[src/rtl/seg_time_if.sv]
// Bundle between the 7-segment display sampler and its consumer.
// Carries the segment inputs, the decoded time handshake and the error flags.
//   master: drives segments, time_ready, err_clr; observes time/flags
//   slave : seg_time_reader side
interface seg_time_if;
   logic [13:0] hr_seg;
   logic [13:0] min_seg;
   logic        am_pm;
   logic [10:0] time_out;
   logic        time_valid;
   logic        time_ready;
   logic        seg_error;
   logic        overrun;
   logic        err_clr;
   logic        tick_error;

   modport master (
      output hr_seg, min_seg, am_pm, time_ready, err_clr,
      input  time_out, time_valid, seg_error, overrun, tick_error
   );

   modport slave (
      input  hr_seg, min_seg, am_pm, time_ready, err_clr,
      output time_out, time_valid, seg_error, overrun, tick_error
   );
endinterface

[src/rtl/seg_time_reader.sv]
// Samples a 12-hour 7-segment display, debounces it, decodes it to
// minutes since midnight and publishes each new stable value.
//   CLK, RESET : clock, asynchronous active-high reset
//   bus (slave): hr_seg/min_seg/am_pm in, time_out/time_valid/time_ready
//                handshake, sticky seg_error/overrun/tick_error, err_clr
// Optional: define SEG_TICK_CHECK_EN to build the minute-step checker
// driving tick_error; otherwise tick_error is tied low.
module seg_time_reader #(
   parameter int STABLE_CYCLES = 4
) (
   input  logic     CLK,
   input  logic     RESET,
   seg_time_if.slave bus
);

   typedef enum logic [1:0] {
      WAIT  = 2'd0,
      CHECK = 2'd1,
      HOLD  = 2'd2
   } state_t;

   localparam logic [7:0]  STABLE  = 8'(STABLE_CYCLES);
   localparam logic [10:0] NO_TIME = 11'h7FF;

   state_t      state;
   logic [28:0] din;
   logic [28:0] samp;
   logic        same;
   logic [7:0]  cnt;
   logic [10:0] last_pub;
   logic [10:0] time_out_q;
   logic        time_valid_q;
   logic        seg_error_q;
   logic        overrun_q;

   // {valid, value} for one digit; blank is legal only for hour tens
   function automatic logic [4:0] dec_digit(
      input logic [6:0] code,
      input logic       blank_ok
   );
      logic [4:0] r;
      case (code)
         7'h7E:   r = 5'h10;
         7'h30:   r = 5'h11;
         7'h6D:   r = 5'h12;
         7'h79:   r = 5'h13;
         7'h33:   r = 5'h14;
         7'h5B:   r = 5'h15;
         7'h5F:   r = 5'h16;
         7'h70:   r = 5'h17;
         7'h7F:   r = 5'h18;
         7'h7B:   r = 5'h19;
         7'h00:   r = blank_ok ? 5'h10 : 5'h00;
         default: r = 5'h00;
      endcase
      return r;
   endfunction

   assign din  = {bus.hr_seg, bus.min_seg, bus.am_pm};
   assign same = (din == samp);

   logic [4:0]  ht;
   logic [4:0]  hu;
   logic [4:0]  mt;
   logic [4:0]  mu;
   logic [6:0]  hour;
   logic [6:0]  minute;
   logic [4:0]  h24;
   logic [10:0] bin;
   logic        digits_ok;
   logic        range_ok;
   logic        pub;
   logic        err_set;
   logic        accept;

   always_comb begin
      ht        = dec_digit(samp[28:22], 1'b1);
      hu        = dec_digit(samp[21:15], 1'b0);
      mt        = dec_digit(samp[14:8], 1'b0);
      mu        = dec_digit(samp[7:1], 1'b0);
      hour      = 7'(ht[3:0]) * 7'd10 + 7'(hu[3:0]);
      minute    = 7'(mt[3:0]) * 7'd10 + 7'(mu[3:0]);
      digits_ok = ht[4] & hu[4] & mt[4] & mu[4];
      range_ok  = (hour >= 7'd1) && (hour <= 7'd12) && (minute <= 7'd59);
      // 12 o'clock is hour 0 of its half-day
      h24       = ((hour == 7'd12) ? 5'd0 : hour[4:0])
                  + (samp[0] ? 5'd12 : 5'd0);
      bin       = 11'(h24) * 11'd60 + 11'(minute);
      err_set   = (state == CHECK) && !(digits_ok && range_ok);
      pub       = (state == CHECK) && digits_ok && range_ok
                  && (bin != last_pub);
      accept    = time_valid_q && bus.time_ready;
   end

   always_ff @(posedge CLK or posedge RESET) begin
      if (RESET) begin
         state        <= WAIT;
         samp         <= '0;
         cnt          <= '0;
         last_pub     <= NO_TIME;
         time_out_q   <= '0;
         time_valid_q <= 1'b0;
         seg_error_q  <= 1'b0;
         overrun_q    <= 1'b0;
      end else begin
         samp <= din;
         if (!same)
            cnt <= 8'd1;
         else if (cnt < STABLE)
            cnt <= cnt + 8'd1;

         // The run must still hold on the edge that enters CHECK so the
         // decoded sample is the debounced one.
         case (state)
            WAIT:    if (same && cnt == STABLE) state <= CHECK;
            CHECK:   state <= same ? HOLD : WAIT;
            HOLD:    if (!same) state <= WAIT;
            default: state <= WAIT;
         endcase

         if (bus.err_clr) begin
            seg_error_q <= 1'b0;
            overrun_q   <= 1'b0;
         end
         if (err_set)
            seg_error_q <= 1'b1;

         if (pub) begin
            time_out_q   <= bin;
            time_valid_q <= 1'b1;
            last_pub     <= bin;
            if (time_valid_q && !bus.time_ready)
               overrun_q <= 1'b1;
         end else if (accept) begin
            time_valid_q <= 1'b0;
         end
      end
   end

`ifdef SEG_TICK_CHECK_EN
   logic        tick_error_q;
   logic [10:0] next_exp;
   logic        tick_bad;

   // 1439 -> 0 is the only legal wrap
   assign next_exp = (last_pub == 11'd1439) ? 11'd0 : last_pub + 11'd1;
   assign tick_bad = (last_pub != NO_TIME) && (bin != next_exp);

   always_ff @(posedge CLK or posedge RESET) begin
      if (RESET) begin
         tick_error_q <= 1'b0;
      end else begin
         if (bus.err_clr)
            tick_error_q <= 1'b0;
         if (pub && tick_bad)
            tick_error_q <= 1'b1;
      end
   end

   assign bus.tick_error = tick_error_q;
`else
   assign bus.tick_error = 1'b0;
`endif

   assign bus.time_out   = time_out_q;
   assign bus.time_valid = time_valid_q;
   assign bus.seg_error  = seg_error_q;
   assign bus.overrun    = overrun_q;

endmodule

[src/flat_wrapper.sv]
// flat-port wrapper written by rule: the top's interface ports become plain ports
module seg_time_reader_flat 
#(
   parameter int STABLE_CYCLES = 4
)
  (CLK, RESET, bus_hr_seg, bus_min_seg, bus_am_pm, bus_time_ready, bus_err_clr, bus_time_out, bus_time_valid, bus_seg_error, bus_overrun, bus_tick_error);
  seg_time_if bus_i ();
  input  logic CLK;
  input  logic RESET;
  input wire logic [$bits(bus_i.hr_seg)-1:0] bus_hr_seg;
  input wire logic [$bits(bus_i.min_seg)-1:0] bus_min_seg;
  input wire logic [$bits(bus_i.am_pm)-1:0] bus_am_pm;
  input wire logic [$bits(bus_i.time_ready)-1:0] bus_time_ready;
  input wire logic [$bits(bus_i.err_clr)-1:0] bus_err_clr;
  output wire logic [$bits(bus_i.time_out)-1:0] bus_time_out;
  output wire logic [$bits(bus_i.time_valid)-1:0] bus_time_valid;
  output wire logic [$bits(bus_i.seg_error)-1:0] bus_seg_error;
  output wire logic [$bits(bus_i.overrun)-1:0] bus_overrun;
  output wire logic [$bits(bus_i.tick_error)-1:0] bus_tick_error;
  assign bus_i.hr_seg = bus_hr_seg;
  assign bus_i.min_seg = bus_min_seg;
  assign bus_i.am_pm = bus_am_pm;
  assign bus_i.time_ready = bus_time_ready;
  assign bus_i.err_clr = bus_err_clr;
  assign bus_time_out = bus_i.time_out;
  assign bus_time_valid = bus_i.time_valid;
  assign bus_seg_error = bus_i.seg_error;
  assign bus_overrun = bus_i.overrun;
  assign bus_tick_error = bus_i.tick_error;
  seg_time_reader #(.STABLE_CYCLES(STABLE_CYCLES)) u_core (.CLK(CLK), .RESET(RESET), .bus(bus_i));
endmodule
[config.mk]
export PLATFORM = sky130hd
export DESIGN_NAME = seg_time_reader_flat
export DESIGN_NICKNAME = d
export VERILOG_FILES = /design/src/rtl/seg_time_if.sv /design/src/rtl/seg_time_reader.sv /design/src/flat_wrapper.sv
export SDC_FILE = /design/constraint.sdc
export NUM_CORES = 1
export LEC_CHECK = 0
export CORE_ASPECT_RATIO = 1.5
export CORE_MARGIN = 2
export CORE_UTILIZATION = 42
export CTS_CLUSTER_DIAMETER = 120
export DETAILED_ROUTE_END_ITERATION = 7
export DONT_BUFFER_PORTS = 1
export PLACE_DENSITY = 0.65
export SLEW_MARGIN = 25
export SYNTH_ARGS = -nofsm -noshare
export SYNTH_HDL_FRONTEND = slang
export SYNTH_SLANG_ARGS = --single-unit
export TNS_END_PERCENT = 30
[constraint.sdc]
create_clock -name CLK -period 9.3 [get_ports CLK]
set_input_delay 1.86 -clock CLK [delete_from_list [all_inputs] [get_ports CLK]]
set_output_delay 1.86 -clock CLK [all_outputs]
set_load 0.05 [all_outputs]
==> impl_metrics.yaml, run 1 <==
grt:
  grt_use_met2_pct: 30.15
  use_met3_pct: 3.728
  grt_use_met1_pct: 18.62
  grt_pass1_vias: 3500
  antenna_found_initial: 0
  grt_remaining_overflow: 0
  busiest_layer: "met2"
  grt_max_degree: 65
  grt_pass1_wl_um: 16560
  grt_usage_pct: 16.78
sta:
  setup_viol: 0
  fin_setup_tns_ns: 0
  rsz0062_at_grt: "no"
  period_share_pct: 90.98
  slew_viol_final: 0
  hold_viol: 0
  setup_slack_ns: 0.8388
  relSlewSlack_pct: 46.22
  hold_ws_ns: 0.4788
  skew_ns: 0.007470
  period_minus_slack_ns: 8.461
  tightest_slew_ns: 0.8067
  fmax_mhz: 118.2
route:
  ant_nets: 0
  wl_per_cell_um: 15.90
  drtIter0Drc: 139
  vias: 3349
  wl_um: 9811
  vias_per_cell: 5.428
  first_pass_iters: 4
  drc: 0
critical_path:
  cp_common_cell: "ha_1"
  path_class: "reg -> reg"
  crit_arrival_ns: 8.68
  start_kind: "register"
  crit_path_end_kind: "register"
  crit_family: "adder cells"
  slowest_delay_ns: 0.64
  slowest_stage: "fa_1"
  cp.buffers_inverters: 3
  cp_data_required_time_ns: 9.52
  cp_max_fo: 16
flow_run:
  drv_cap: 0
placed_design:
  placed_area_um2: 4902
  place_hpwl_um: 7735
  dp_cells: 601
  portBuffers: 0
  routabilityCongestion: 0.8374
  post-place-ws_ns: 0.8081
clocking:
  clk_pin_slew_ns: 0.06
  clock_latency_ns: 0.33
  cts_hold_buf: 0
  post_cts_buffers: 0
  cts_root_buffer: "clkbuf_16"
  cts.sinks: 64
  htree_num_levels: 3
  cts_made_buffers: 9
  cts_tree: "yes"
  cts_buffer_depth: 2
  cts_resized: 0
finish:
  final_layout_size_suffix_gt1_share_pct: 13.40
  finalNonFillerCells: 617
  nets: 545
  layout_commonest_cell: "dfrtp_1"
  syn_to_final_growth_pct: 7.922
  final_cell_mix: "dfrtp_1 (53), xor2_1 (34), ha_1 (34), xnor2_1 (30)"
  n_antenna_cell: 0
  final_cell_area_um2: 5199
die:
  core_um2: 11110
  die_x_um: 91.44
  io_pins: 48
  dieArea_um2: 12360
  start_util_pct: 43.34
  row_count: 47
  die_y_um: 135.2
synthesis:
  yosys_warnings: 0
  synth_edf_count: 0
  synth.ff_latch_count: 64
  synth_nets: 553
  yosysSeqAreaShare_pct: 33.53
  netlist_area_um2: 4817
  synthCells: 473
  avgSynthCellArea_um2: 10.18
  synthFlopType: "dfrtp_1"
  yosysUniqueCellTypes: 71
  async_reset_ff_share_pct: 100.0
min_path:
  holdCritPathClass: "reg -> reg"
pwr:
  vdd_drop_max_uv: 134.8
  leakagePower_nw: 2.343
  power_density_nw_per_um2: 154.2
run_status:
  status: "finished, final reports clean"
==> layout make-up <==
class	count	area, um^2
Inverter	30	112.6
Clock buffer	9	225.2
Tap cell	147	183.9
Timing Repair Buffer	3	22.52
Sequential cell	64	1615
Clock inverter	7	71.32
Multi-Input combinational cell	357	2968
Fill cell	1009	5916
==> worst register-to-register path, delay by kind of cell, from the launching register on <==
kind	cells	cell delay (ns)
fa+ha+maj	9	3.57
flops	1	0.43
xor+xnor	2	0.47
mux	2	0.45
simple gates	7	1.21
buf+inv	3	0.54
compound gates	7	1.68
==> worst paths after layout <==
kind / from / to / slack [ns] / cells past startpoint
setup / recovery: u_core.samp[24] / u_core.bus.time_out[2] / 0.84 / 30
hold / removal: u_core.last_pub[3] / u_core.last_pub[3] / 0.48 / 2
setup reg to reg: u_core.samp[24] / u_core.bus.time_out[2] / 0.84 / 30
hold reg to reg: u_core.last_pub[3] / u_core.last_pub[3] / 0.48 / 2
max in group asynchronous: RESET / u_core.samp[10] / 7.12 / 2
min in group asynchronous: RESET / u_core.bus.time_out[1] / 1.65 / 2
==> synth_stat cells, drive strengths merged, types with 4 or more instances <==
cell     number  share of area [%]
o2111ai       4               0.86
clkbuf        9               0.75
fa           13                5.4
ha           34                8.8
o21a          5               0.78
inv          30                2.3
nor2         30                2.5
nand2        21                1.6
xor2         35                6.5
buf          13                1.8
nand2b        6               0.78
nand4        10                1.3
o21ai         9               0.93
nor4          6               0.78
a211oi        5               0.99
dfrtp        53                 28
nor3         11                1.1
a21o          5               0.78
a31oi         4               0.52
dfstp        11                6.0
mux2         20                6.0
nand3b        6               0.93
nor2b         9                1.2
a21oi        20                2.2
and2          8                1.0
xnor2        30                5.5
and3          4               0.52
nand3        17                1.9
and3b         4               0.73
mux2i         4               0.83
==> cells by family after synthesis <==
| logic type | synth area share (%) |
|---|---|
| AND/OR/NAND/NOR | 16.55 |
| AO/OA/AOI/OAI | 11.48 |
| XOR/XNOR | 12.44 |
| flip-flops | 33.53 |
| buffers and inverters | 4.857 |
| adder cells (fa/ha/maj) | 14.23 |
| multiplexers | 6.831 |
| other | 0.07785 |
==> power breakdown <==
group / internal [mW] / total (mW) / switching [mW]
logic: 0.0735 / 0.166 / 0.0924
registers: 0.285 / 0.300 / 0.0151
clock network: 0.207 / 0.335 / 0.128
total: 0.566 / 0.801 / 0.236
==> state kept, by name, indices dropped and copies added (netlist names) <==
register	flops
u_core.bus.time_valid	1
u_core.bus.seg_error	1
u_core.samp	29
u_core.last_pub	11
u_core.bus.time_out	11
u_core.bus.overrun	1
u_core.cnt	8
u_core.state	2
==> per-layer routing <==
layer	vias to the layer above	share of wire, %
li1	1634	-
met1	1622	40
met2	72	53
met3	21	3.5
met4	0	3.4
met5	-	0
==> through the flow <==
step	utilization [%]	power, mW
5_1_grt	46.77	0.8438
4_1_cts	46.77	0.8125
3_5_place_dp	44.11	0.4722
6_report	46.77	0.8014
3_3_place_gp	44.11	0.4683
2_1_floorplan	-	0.4406
Power figures use the tool's default switching activity.
==> run 2: changes to the inputs <==
Settings changed: ABC_AREA from default to 1.
==> run 2 against run 1 <==
Cell count is 35% higher. Core utilization rose by 0.56 points. Global-route usage increased by 0.75 points. Via count up 25%. Combinational power rose by 8%. Clock power is 10% higher. Register-to-register slack improved by 0.79 ns. Die area is 3.4% higher. Non-clock buffer count shrank 2. Critical path type unchanged.
==> impl_metrics.yaml, run 2 <==
clocking:
  cts_tree: "yes"
  cts.sinks: 64
  cts_resized: 0
  clock_latency_ns: 0.34
  cts_root_buffer: "clkbuf_16"
  htree_num_levels: 3
  cts_made_buffers: 9
  clk_pin_slew_ns: 0.06
  cts_buffer_depth: 2
  cts_hold_buf: 0
  post_cts_buffers: 0
sta:
  relSlewSlack_pct: 46.25
  period_share_pct: 82.49
  period_minus_slack_ns: 7.671
  slew_viol_final: 0
  hold_viol: 0
  fmax_mhz: 130.4
  setup_slack_ns: 1.629
  skew_ns: 0.006841
  rsz0062_at_grt: "no"
  tightest_slew_ns: 0.8062
  setup_viol: 0
  fin_setup_tns_ns: 0
  hold_ws_ns: 0.4705
synthesis:
  yosysSeqAreaShare_pct: 32.40
  synthAdderAreaFrac_pct: 13.75
  yosysMostFrequentCell: "nand2_1"
  yosysTopAreaCellShare_pct: 26.60
  synth_nets: 755
  synth.ff_latch_count: 64
  async_reset_ff_share_pct: 100.0
  synth_commonest_cells: "nand2_1 (185), inv_1 (97), nand3_1 (70), nor2_1 (60), dfrtp_1 (53)"
  yosysUniqueCellTypes: 39
  synth_top_family_by_area: "simple AND/OR/NAND/NOR gates"
  synthCells: 675
  synth_compound_area_share_pct: 2.660
  yosys.area.top_type: "dfrtp_1"
  muxShareOfSynthArea_pct: 0
  synth_area_leaders: "dfrtp_1 (27%), nand2_1 (14%), ha_1 (8.5%)"
  synth-xor-area-share_pct: 6.148
  synthSimpleGateAreaFrac_pct: 36.16
  yosys_warnings: 0
  synthFlopType: "dfrtp_1"
  netlist_area_um2: 4986
  avgSynthCellArea_um2: 7.387
  synth_edf_count: 0
finish:
  syn_to_final_growth_pct: 9.460
  fillerInstances: 1126
  largest_reg_flops: 29
  largest_register: "u_core.samp"
  layout_commonest_cell: "nand2_1"
  n_antenna_cell: 0
  final_layout_size_suffix_gt1_share_pct: 8.759
  multi_input_area_um2: 2932
  regArea_um2: 1615
  finalNonFillerCells: 835
  nets: 760
  final_cell_mix: "nand2_1 (185), inv_1 (96), nand3_1 (70), nor2_1 (60), dfrtp_1 (53)"
route:
  drc: 0
  wl_per_cell_um: 12.40
  drtIter0Drc: 149
  first_pass_iters: 4
  wl_um: 10360
  vias: 4192
  ant_nets: 0
  vias_per_cell: 5.020
die:
  core_um2: 11530
  die_x_um: 92.96
  start_util_pct: 43.24
  dieArea_um2: 12780
  row_count: 48
  die_y_um: 137.4
  io_pins: 48
flow_run:
  drv_cap: 0
critical_path:
  crit_path_end_kind: "register"
  slowest_delay_ns: 0.65
  cp_common_cell: "nand2_1"
  cp_max_fo: 23
  slowest_stage: "fa_1"
  path_class: "reg -> reg"
  crit_arrival_ns: 7.87
  start_kind: "register"
  cp_data_required_time_ns: 9.50
placed_design:
  place_hpwl_um: 8319
  post-place-ws_ns: 1.630
  portBuffers: 0
  dp_cells: 819
  routabilityCongestion: 0.9231
grt:
  grt_usage_pct: 17.53
  grt_use_met1_pct: 19.62
  antenna_found_initial: 0
  grt_use_met2_pct: 31.92
  grt_max_degree: 65
  grt_pass1_vias: 4246
  busiest_layer: "met2"
  use_met3_pct: 3.173
  grt_remaining_overflow: 0
  grt_pass1_wl_um: 18080
min_path:
  holdCritPathClass: "reg -> reg"
pwr:
  power_density_nw_per_um2: 154.8
  vdd_drop_max_uv: 90.23
  leakagePower_nw: 2.965
  power_mw: 0.8447
run_status:
  status: "finished, final reports clean"
==> run 2: changes by cell type after synthesis, moves of 7 or more <==
cell	delta
nor2b_1	-9
nand2_1	+164
mux2_4	-17
nand3_1	+54
xor2_1	-12
and2_1	-7
nand4_1	+14
nor2_1	+31
clkbuf_1	-7
xnor2_1	-17
inv_1	+67
==> run 2: cell type report <==
class	count	area share, %
clock buffers	9	4.127
repair buffers	1	0.1376
clock inverters	7	1.903
inverters	103	7.084
multi-input cells	501	53.71
well taps	150	3.439
flip-flops and latches	64	29.60
==> run 2: worst paths after layout <==
kind	from	to	slack, ns	cells past startpoint
min in group asynchronous	RESET	u_core.bus.seg_error	1.63	2
max in group asynchronous	RESET	u_core.samp[26]	7.13	2
worst max register to register	u_core.samp[27]	u_core.bus.time_valid	1.63	40
worst max-delay path	u_core.samp[27]	u_core.bus.time_valid	1.63	40
worst min-delay path	u_core.last_pub[8]	u_core.last_pub[8]	0.47	2
worst min register to register	u_core.last_pub[8]	u_core.last_pub[8]	0.47	2
==> run 2: per-stage QoR <==
step / utilization [%] / area (um^2)
3_5_place_dp: 44.48 / 5129
3_3_place_gp: 44.48 / 5129
5_1_grt: 47.33 / 5458
6_report: 47.33 / 5458
4_1_cts: 47.33 / 5458
2_1_floorplan: - / 4986
==> run 2: kinds of logic (layout without fill, tap and decap cells) <==
family,after synthesis,count (layout)
fa+ha+maj,47,47
xor+xnor,35,35
simple gates,394,394
compound gates,24,24
flops,64,64
buf+inv,110,120
other cells,1,1
==> run 2: layer usage <==
metal,vias to the layer above,routed length [um]
met1,1918,4244
met5,-,0
met4,0,246
met2,91,5420
met3,15,445
li1,2168,-
==> run 2: where the power goes <==
part	internal, mW	switching [mW]
clock	0.238	0.132
sequential	0.285	0.00975
combinational	0.0668	0.113
total	0.590	0.255
==> run 2: worst max-delay path: cells and delay by family (launching register included) <==
kind / cells / cell delay, ns
DFF: 1 / 0.44
AOI/OAI and AO/OA: 3 / 0.62
buffers and inverters: 7 / 0.54
adders and majority gates: 9 / 3.56
and+or+nand+nor: 20 / 2.23
xor gates and xnor gates: 1 / 0.19
